## src/rtl/fpga_private_ram_req_adapter.sv

```systemverilog
// Request/response front-end for the single-port block RAM that replaces the
// L2 private banks. Requests are turned into RAM strobes when accepted. Read
// data returns one cycle later and either falls straight through to the
// response port or is parked in a small in-order response FIFO.
//
// Handshake: on both channels a transfer happens on a rising clk edge where
// valid and ready are both 1. A source holds valid and its payload stable
// until that edge. req_ready_o is a pure credit signal: it does not depend on
// req_valid_i or rsp_ready_i.
module fpga_private_ram_req_adapter #(
  parameter int ADDR_WIDTH = 12,
  parameter int RESP_DEPTH = 2
) (
  input  logic                  clk_i,
  input  logic                  rst_i,
  input  logic                  req_valid_i,
  output logic                  req_ready_o,
  input  logic                  req_we_i,
  input  logic [3:0]            req_be_i,
  input  logic [ADDR_WIDTH-1:0] req_addr_i,
  input  logic [31:0]           req_wdata_i,
  output logic                  rsp_valid_o,
  input  logic                  rsp_ready_i,
  output logic                  rsp_we_o,
  output logic [31:0]           rsp_rdata_o,
  output logic                  mem_csn_o,
  output logic                  mem_wen_o,
  output logic [3:0]            mem_be_o,
  output logic [ADDR_WIDTH-1:0] mem_addr_o,
  output logic [31:0]           mem_wdata_o,
  input  logic [31:0]           mem_rdata_i
);

  localparam int CNT_W = $clog2(RESP_DEPTH + 1);
  localparam int PTR_W = (RESP_DEPTH > 1) ? $clog2(RESP_DEPTH) : 1;

  logic                  inflight_q;
  logic                  we_q;
  logic [CNT_W-1:0]      count_q;
  logic [PTR_W-1:0]      wr_ptr_q;
  logic [PTR_W-1:0]      rd_ptr_q;
  logic                  fifo_we   [RESP_DEPTH];
  logic [31:0]           fifo_rdata[RESP_DEPTH];

  logic [CNT_W:0]        occ;
  logic                  accept;
  logic                  fifo_empty;
  logic [31:0]           live_rdata;
  logic                  fifo_push;
  logic                  fifo_pop;

  // Pointers wrap at RESP_DEPTH, which need not be a power of two.
  function automatic logic [PTR_W-1:0] ptr_inc(input logic [PTR_W-1:0] p);
    return (p == PTR_W'(RESP_DEPTH - 1)) ? '0 : p + 1'b1;
  endfunction

  // Credit, RAM strobes and response selection.
  always_comb begin
    occ         = {1'b0, count_q} + (CNT_W + 1)'(inflight_q);
    req_ready_o = !rst_i && (occ < (CNT_W + 1)'(RESP_DEPTH));
    accept      = req_valid_i && req_ready_o;

    mem_csn_o   = !accept;
    mem_wen_o   = accept ? !req_we_i : 1'b1;
    mem_be_o    = (accept && req_we_i) ? req_be_i : 4'h0;
    mem_addr_o  = req_addr_i;
    mem_wdata_o = req_wdata_i;

    // Write acks carry zero data regardless of what the RAM drives.
    live_rdata  = we_q ? 32'h0 : mem_rdata_i;
    fifo_empty  = (count_q == '0);

    rsp_valid_o = !rst_i && (!fifo_empty || inflight_q);
    rsp_we_o    = fifo_empty ? we_q : fifo_we[rd_ptr_q];
    rsp_rdata_o = fifo_empty ? live_rdata : fifo_rdata[rd_ptr_q];

    // The live response bypasses the FIFO only when nothing older is queued
    // and the consumer takes it this cycle.
    fifo_push   = inflight_q && !(fifo_empty && rsp_ready_i);
    fifo_pop    = !fifo_empty && rsp_valid_o && rsp_ready_i;
  end

  // Control state: in-flight flag, pointers and occupancy count.
  always_ff @(posedge clk_i) begin
    if (rst_i) begin
      inflight_q <= 1'b0;
      we_q       <= 1'b0;
      count_q    <= '0;
      wr_ptr_q   <= '0;
      rd_ptr_q   <= '0;
    end else begin
      inflight_q <= accept;
      if (accept) begin
        we_q <= req_we_i;
      end
      if (fifo_push) begin
        wr_ptr_q <= ptr_inc(wr_ptr_q);
      end
      if (fifo_pop) begin
        rd_ptr_q <= ptr_inc(rd_ptr_q);
      end
      case ({fifo_push, fifo_pop})
        2'b10:   count_q <= count_q + 1'b1;
        2'b01:   count_q <= count_q - 1'b1;
        default: count_q <= count_q;
      endcase
    end
  end

  // Response storage; contents are only meaningful under count_q.
  always_ff @(posedge clk_i) begin
    if (!rst_i && fifo_push) begin
      fifo_we[wr_ptr_q]    <= we_q;
      fifo_rdata[wr_ptr_q] <= live_rdata;
    end
  end

endmodule

```

## config.mk

```make
export PLATFORM = sky130hd
export DESIGN_NAME = fpga_private_ram_req_adapter
export DESIGN_NICKNAME = d
export VERILOG_FILES = /design/src/rtl/fpga_private_ram_req_adapter.sv
export SDC_FILE = /design/constraint.sdc
export NUM_CORES = 1
export LEC_CHECK = 0
export BUFFER_PORTS_ARGS = -buffer_cell sky130_fd_sc_hd__buf_2
export CORE_UTILIZATION = 43
export CTS_CLUSTER_DIAMETER = 120
export CTS_CLUSTER_SIZE = 30
export DETAILED_ROUTE_END_ITERATION = 10
export GPL_TIMING_DRIVEN = 0
export PLACE_DENSITY_LB_ADDON = 0.15
export RECOVER_POWER = 100
export SYNTH_ARGS = -nofsm -noshare
export SYNTH_HDL_FRONTEND = slang
export SYNTH_SLANG_ARGS = --single-unit
```

## constraint.sdc

```tcl
create_clock -name clk_i -period 4.1 [get_ports clk_i]
set_input_delay 0.82 -clock clk_i [delete_from_list [all_inputs] [get_ports clk_i]]
set_output_delay 0.82 -clock clk_i [all_outputs]
set_load 0.005 [all_outputs]
```

== Yosys cells after proc, flatten, opt, wreduce, memory -nomap -nowiden ==
Memories as Yosys holds them, arrays and structs flattened. A register that Yosys moved wholly into a read port is not among the register bits.
Cells that the tools add are included.

* Bits in latches: 0
* ROM bits: 0
* Output and inout bits: 85
* RAM bits: 66
* Flip-flop bits (word level): 6
* Memories kept: 2

* Bitwise gates (word level): 0
* Magnitude comparators: 1
* Equal/unequal tests: 2
* Reduce and logical (&&, ||, !) cells: 17
* $mul: 0
* Multiplexer cells: 14
* Shift-type cells: 0
* Add/sub/neg operators: 5
* Div/mod/pow operators: 0

{| class="wikitable"
|+ Memory list
! name !! depth !! bits a word !! rd ports !! clocked after memory_dff !! write ports !! line !! RTL
|-
| fifo_rdata || 2 || 32 || 1 || 1 || 1 || 43 || <nowiki>logic [31:0] fifo_rdata[RESP_DEPTH];</nowiki>
|-
| fifo_we || 2 || 1 || 1 || 1 || 1 || 42 || <nowiki>logic fifo_we [RESP_DEPTH];</nowiki>
|}

{| class="wikitable"
|+ Operators by type and width
! cell !! number
|-
| 2-to-1 mux 32 bit || 2
|-
| 2-to-1 mux 1 bit || 10
|-
| logical AND 1 bit || 9
|-
| logical NOT 1 bit || 5
|-
| 2-to-1 mux 4 bit || 1
|-
| case mux 2 bit (2 select lines) || 1
|-
| adder 2 x 1 -> 3 bit || 1
|-
| < comparator 3 x 2 -> 1 bit, second input constant || 1
|-
| adder 1 bit, second input constant || 2
|-
| adder 2 x 1 -> 2 bit, second input constant || 1
|-
| == test 2 x 1 -> 1 bit, second input constant || 1
|-
| == test 2 bit, second input constant || 1
|-
| logical NOT 2 bit || 1
|-
| nonzero test 2 bit || 1
|-
| subtractor 2 x 1 -> 2 bit, second input constant || 1
|-
| logical OR 1 bit || 1
|}

== Depth between registers and ports, before layout ==
* Depth after elaboration: 8
* Gate-level depth with buffers: 7

== Least setup slack after synthesis ==
Ideal clock, no wire load.

* Path type: input-to-reg
* Start point: input port rst_i
* End point: memory fifo_rdata[1][0], enable pin
* Arrival time: 3.511 ns
* Cell stages on the path: 2
* Setup slack: 0.117 ns
* Cell sequence: clkbuf_1 -> nor3b_1

* Word-level cells in the longest chain between the ends: 4

{| class="wikitable"
|+ RTL lines
! item !! line !! RTL
|-
| start, declared || 15 || <nowiki>input logic rst_i,</nowiki>
|-
| logical NOT 1 bit || 112 || <nowiki>if (!rst_i && fifo_push) begin</nowiki>
|-
| logical AND 1 bit || 112 ||
|-
| 2-to-1 mux 1 bit || 112 ||
|-
| 2-to-1 mux 1 bit (not written as such) || 114 || <nowiki>fifo_rdata[wr_ptr_q] <= live_rdata;</nowiki>
|-
| end, declared || 43 ||
|}

Every way passes these cells.

== Final worst setup path ==
* Start point: input port rst_i
* End point: memory fifo_rdata[1][21], enable pin

Same word-level chain as after synthesis.

==> metrics.txt <==
Port Buf Inserts 125; worst r2r dst fifo_rdata[1][21]; CTS clock-pin slew for the worst setup and hold paths 0.08 ns; fin nets 525; Die X 94.7 um; GRT overflow 0; first-pass GRT wire length 11.0 mm; hold path startpoint rd_ptr_q; kind of critical path input pin to flip-flop; compound-cell area share of the yosys netlist 8.94%; main combinational cell family by area after synthesis buffers and inverters; Post-Syn Area 3690 um2; Max Freq 0.315 GHz; Die Y ~95 um; Data arrival, critical path 3.15 ns; Max IR drop VDD 203 uV; total wire length 7.29 mm; post-CTS setup buffers 0; R2R setup slack 0.99 ns; number of H-tree levels 3; Tmin final between 3 and 4 ns; Pwr Total 0.00190 W; # IOs 170; Sink Count 73; Worst-Margin Slew 1.16 ns; vias in the first global route ~2400; critical path peak fanout 12; Worst Hold Class flip-flop to flip-flop; Setup Skew 0.00671 ns; Slew Limit Fails 0; post-route ant nets 0; initial core utilization 44.7%; CTS tree done; maximum number of pins on one net before global-route repair 14; non-filler cells, final roughly 550; max_cap viols 0; synth unique cells 27; syn nets 383; vias per cell about 4.7; Post-Synth XOR/XNOR Area 0.711%; Worst slew margin 22.7%; Placer Congestion 0.706; Hold Fails Final Rpt 0; crit path launch type input pin; Rows 33; final setup fails 0; Leakage 1.82 nW; DP Wirelength 5.32 mm; Reg-to-Reg Start count_q[0]; CTS-repair resized insts 0; # diodes 0; die area 8970 um2; EDFF count, synth 66; r2r worst-path depth 6; Max Root-Sink Buffers 2; synthesized-area fraction occupied by adder cells 0.339%; post-synthesis simple-gate area fraction 11.3%; Root Buffer clkbuf_8; register area around 2100 um2; syn_area_per_cell 12.4 um2; most frequent cells in the layout buf_2, edfxtp_1, clkbuf_1, nor2_1, clkbuf_4; ratio of cells with drive above 1 in the final layout 43.7%; Post-route DRC 0; Seq cells post-synth 73; area grow syn2layout 25.7%; dpl cells 533; Multi-input gate area between 1000 and 1500 um2; most common cell after layout, fill and taps aside buf_2; Worst Setup End Kind flip-flop; 1st-pass router iterations 4; Tcrit/Tclk final 77.4%; CTS Hold Bufs 0; Cells after Synth between 200 and 300; WL per Instance 13.3 um; Clock Latency Late Sink 0.34 ns; unrepaired setup endpoints after global routing no; Hold Crit Depth 2; ys async rst share 0%; vias after detailed routing 2582; initial antenna violation count 0; fill count 743; register area share after synthesis 57.4%; mux cell area share after synthesis 9.24%; GRT Util Overall 16.6%; PwrDens between 400 and 500 nW/um2; Top FF cell, synth edfxtp_1; Required @ worst endpoint 4.07 ns; synth warn 0; Initial DRC Count 54; CTS Buf Count 9; area of the core 8260 um2; outcome complete, no violations
==> layout make-up <==
class	instances	area share, %
inverters	4	0.323
plain buffers	60	9.13
multi-input cells	160	24.2
clock buffers	9	2.67
well taps	105	2.83
flip-flops and latches	73	45.7
clock inverters	7	2.02
repair buffers	131	13.2
==> worst max-delay path by stage <==
stage | startpoint | to | slack [ns] | cells after the start
2_1_floorplan | rst_i | fifo_rdata[1][0] | 0.12 | 2
3_3_place_gp | rst_i | fifo_rdata[1][13] | -1.58 | 3
3_5_place_dp | rst_i | fifo_rdata[1][13] | 1.51 | 5
4_1_cts | we_q | rsp_rdata_o[20] | 1.41 | 5
5_1_grt | rst_i | fifo_rdata[1][21] | 0.70 | 5
6_report | rst_i | fifo_rdata[1][21] | 0.93 | 5
==> synth_stat cells (2+ instances only) <==
cell type | number | area [um2]
edfxtp_1 | 66 | 1980
buf_4 | 44 | 330
nor2_1 | 40 | 150
mux2i_1 | 33 | 330
nor2b_1 | 33 | 206
a21oi_2 | 30 | 263
buf_2 | 8 | 40.0
dfxtp_1 | 7 | 140
a21oi_1 | 4 | 20.0
and2_1 | 4 | 25.0
buf_6 | 4 | 45.0
clkbuf_1 | 4 | 15.0
inv_1 | 4 | 15.0
o21ai_0 | 2 | 10.0
xor2_1 | 2 | 17.5
==> registers in the layout, summed over array words and instances, names as in the netlist, named ones only <==
signal      count
count_q         2
fifo_rdata     64
fifo_we         2
inflight_q      1
rd_ptr_q        1
we_q            1
wr_ptr_q        1
==> power by group <==
group          switching (W)  leakage (nW)  internal (W)
clock network       0.000269         0.106      0.000342
logic               0.000239          1.05      0.000201
registers          0.0000101         0.658      0.000838
==> metal layers <==
layer,vias to the layer above,GRT usage (%),wire length [um]
li1,1268,-,-
met1,1180,19.1,3040
met2,122,30.5,3670
met3,12,2.90,472
met4,0,6.06,99
met5,-,0,0
==> cell families (layout without fill, tap and decap cells) <==
family	after synthesis	in the layout
AO/OA/AOI/OAI	39	39
multiplexers	34	34
adder cells (fa/ha/maj)	1	1
flip-flops	73	73
XOR/XNOR	3	3
AND/OR/NAND/NOR	83	83
buffers and inverters	64	211
==> worst max-delay path, stage by stage <==
cell      delay, ns
clkbuf_1       0.10
clkbuf_1       0.22
nor3b_1        0.98
clkbuf_1       0.44
clkbuf_1       0.57
==> metrics by stage <==
| step | setup slack (ns) | hold WS, ns | utilization (%) | cell area (um2) | TNS (ns) |
|---|---|---|---|---|---|
| floorplan | 0.117 | 0.472 | - | 3690 | 0 |
| detailed placement | 1.51 | 0.490 | 54.8 | 4530 | 0 |
| global placement | -1.58 | 0.485 | 53.9 | 4450 | -94.66 |
| finish | 0.925 | 0.516 | 56.2 | 4640 | 0 |
| global route | 0.696 | 0.537 | 56.2 | 4640 | 0 |
| CTS | 1.41 | 0.519 | 57.5 | 4750 | 0 |
Power figures use the tool's default switching activity.
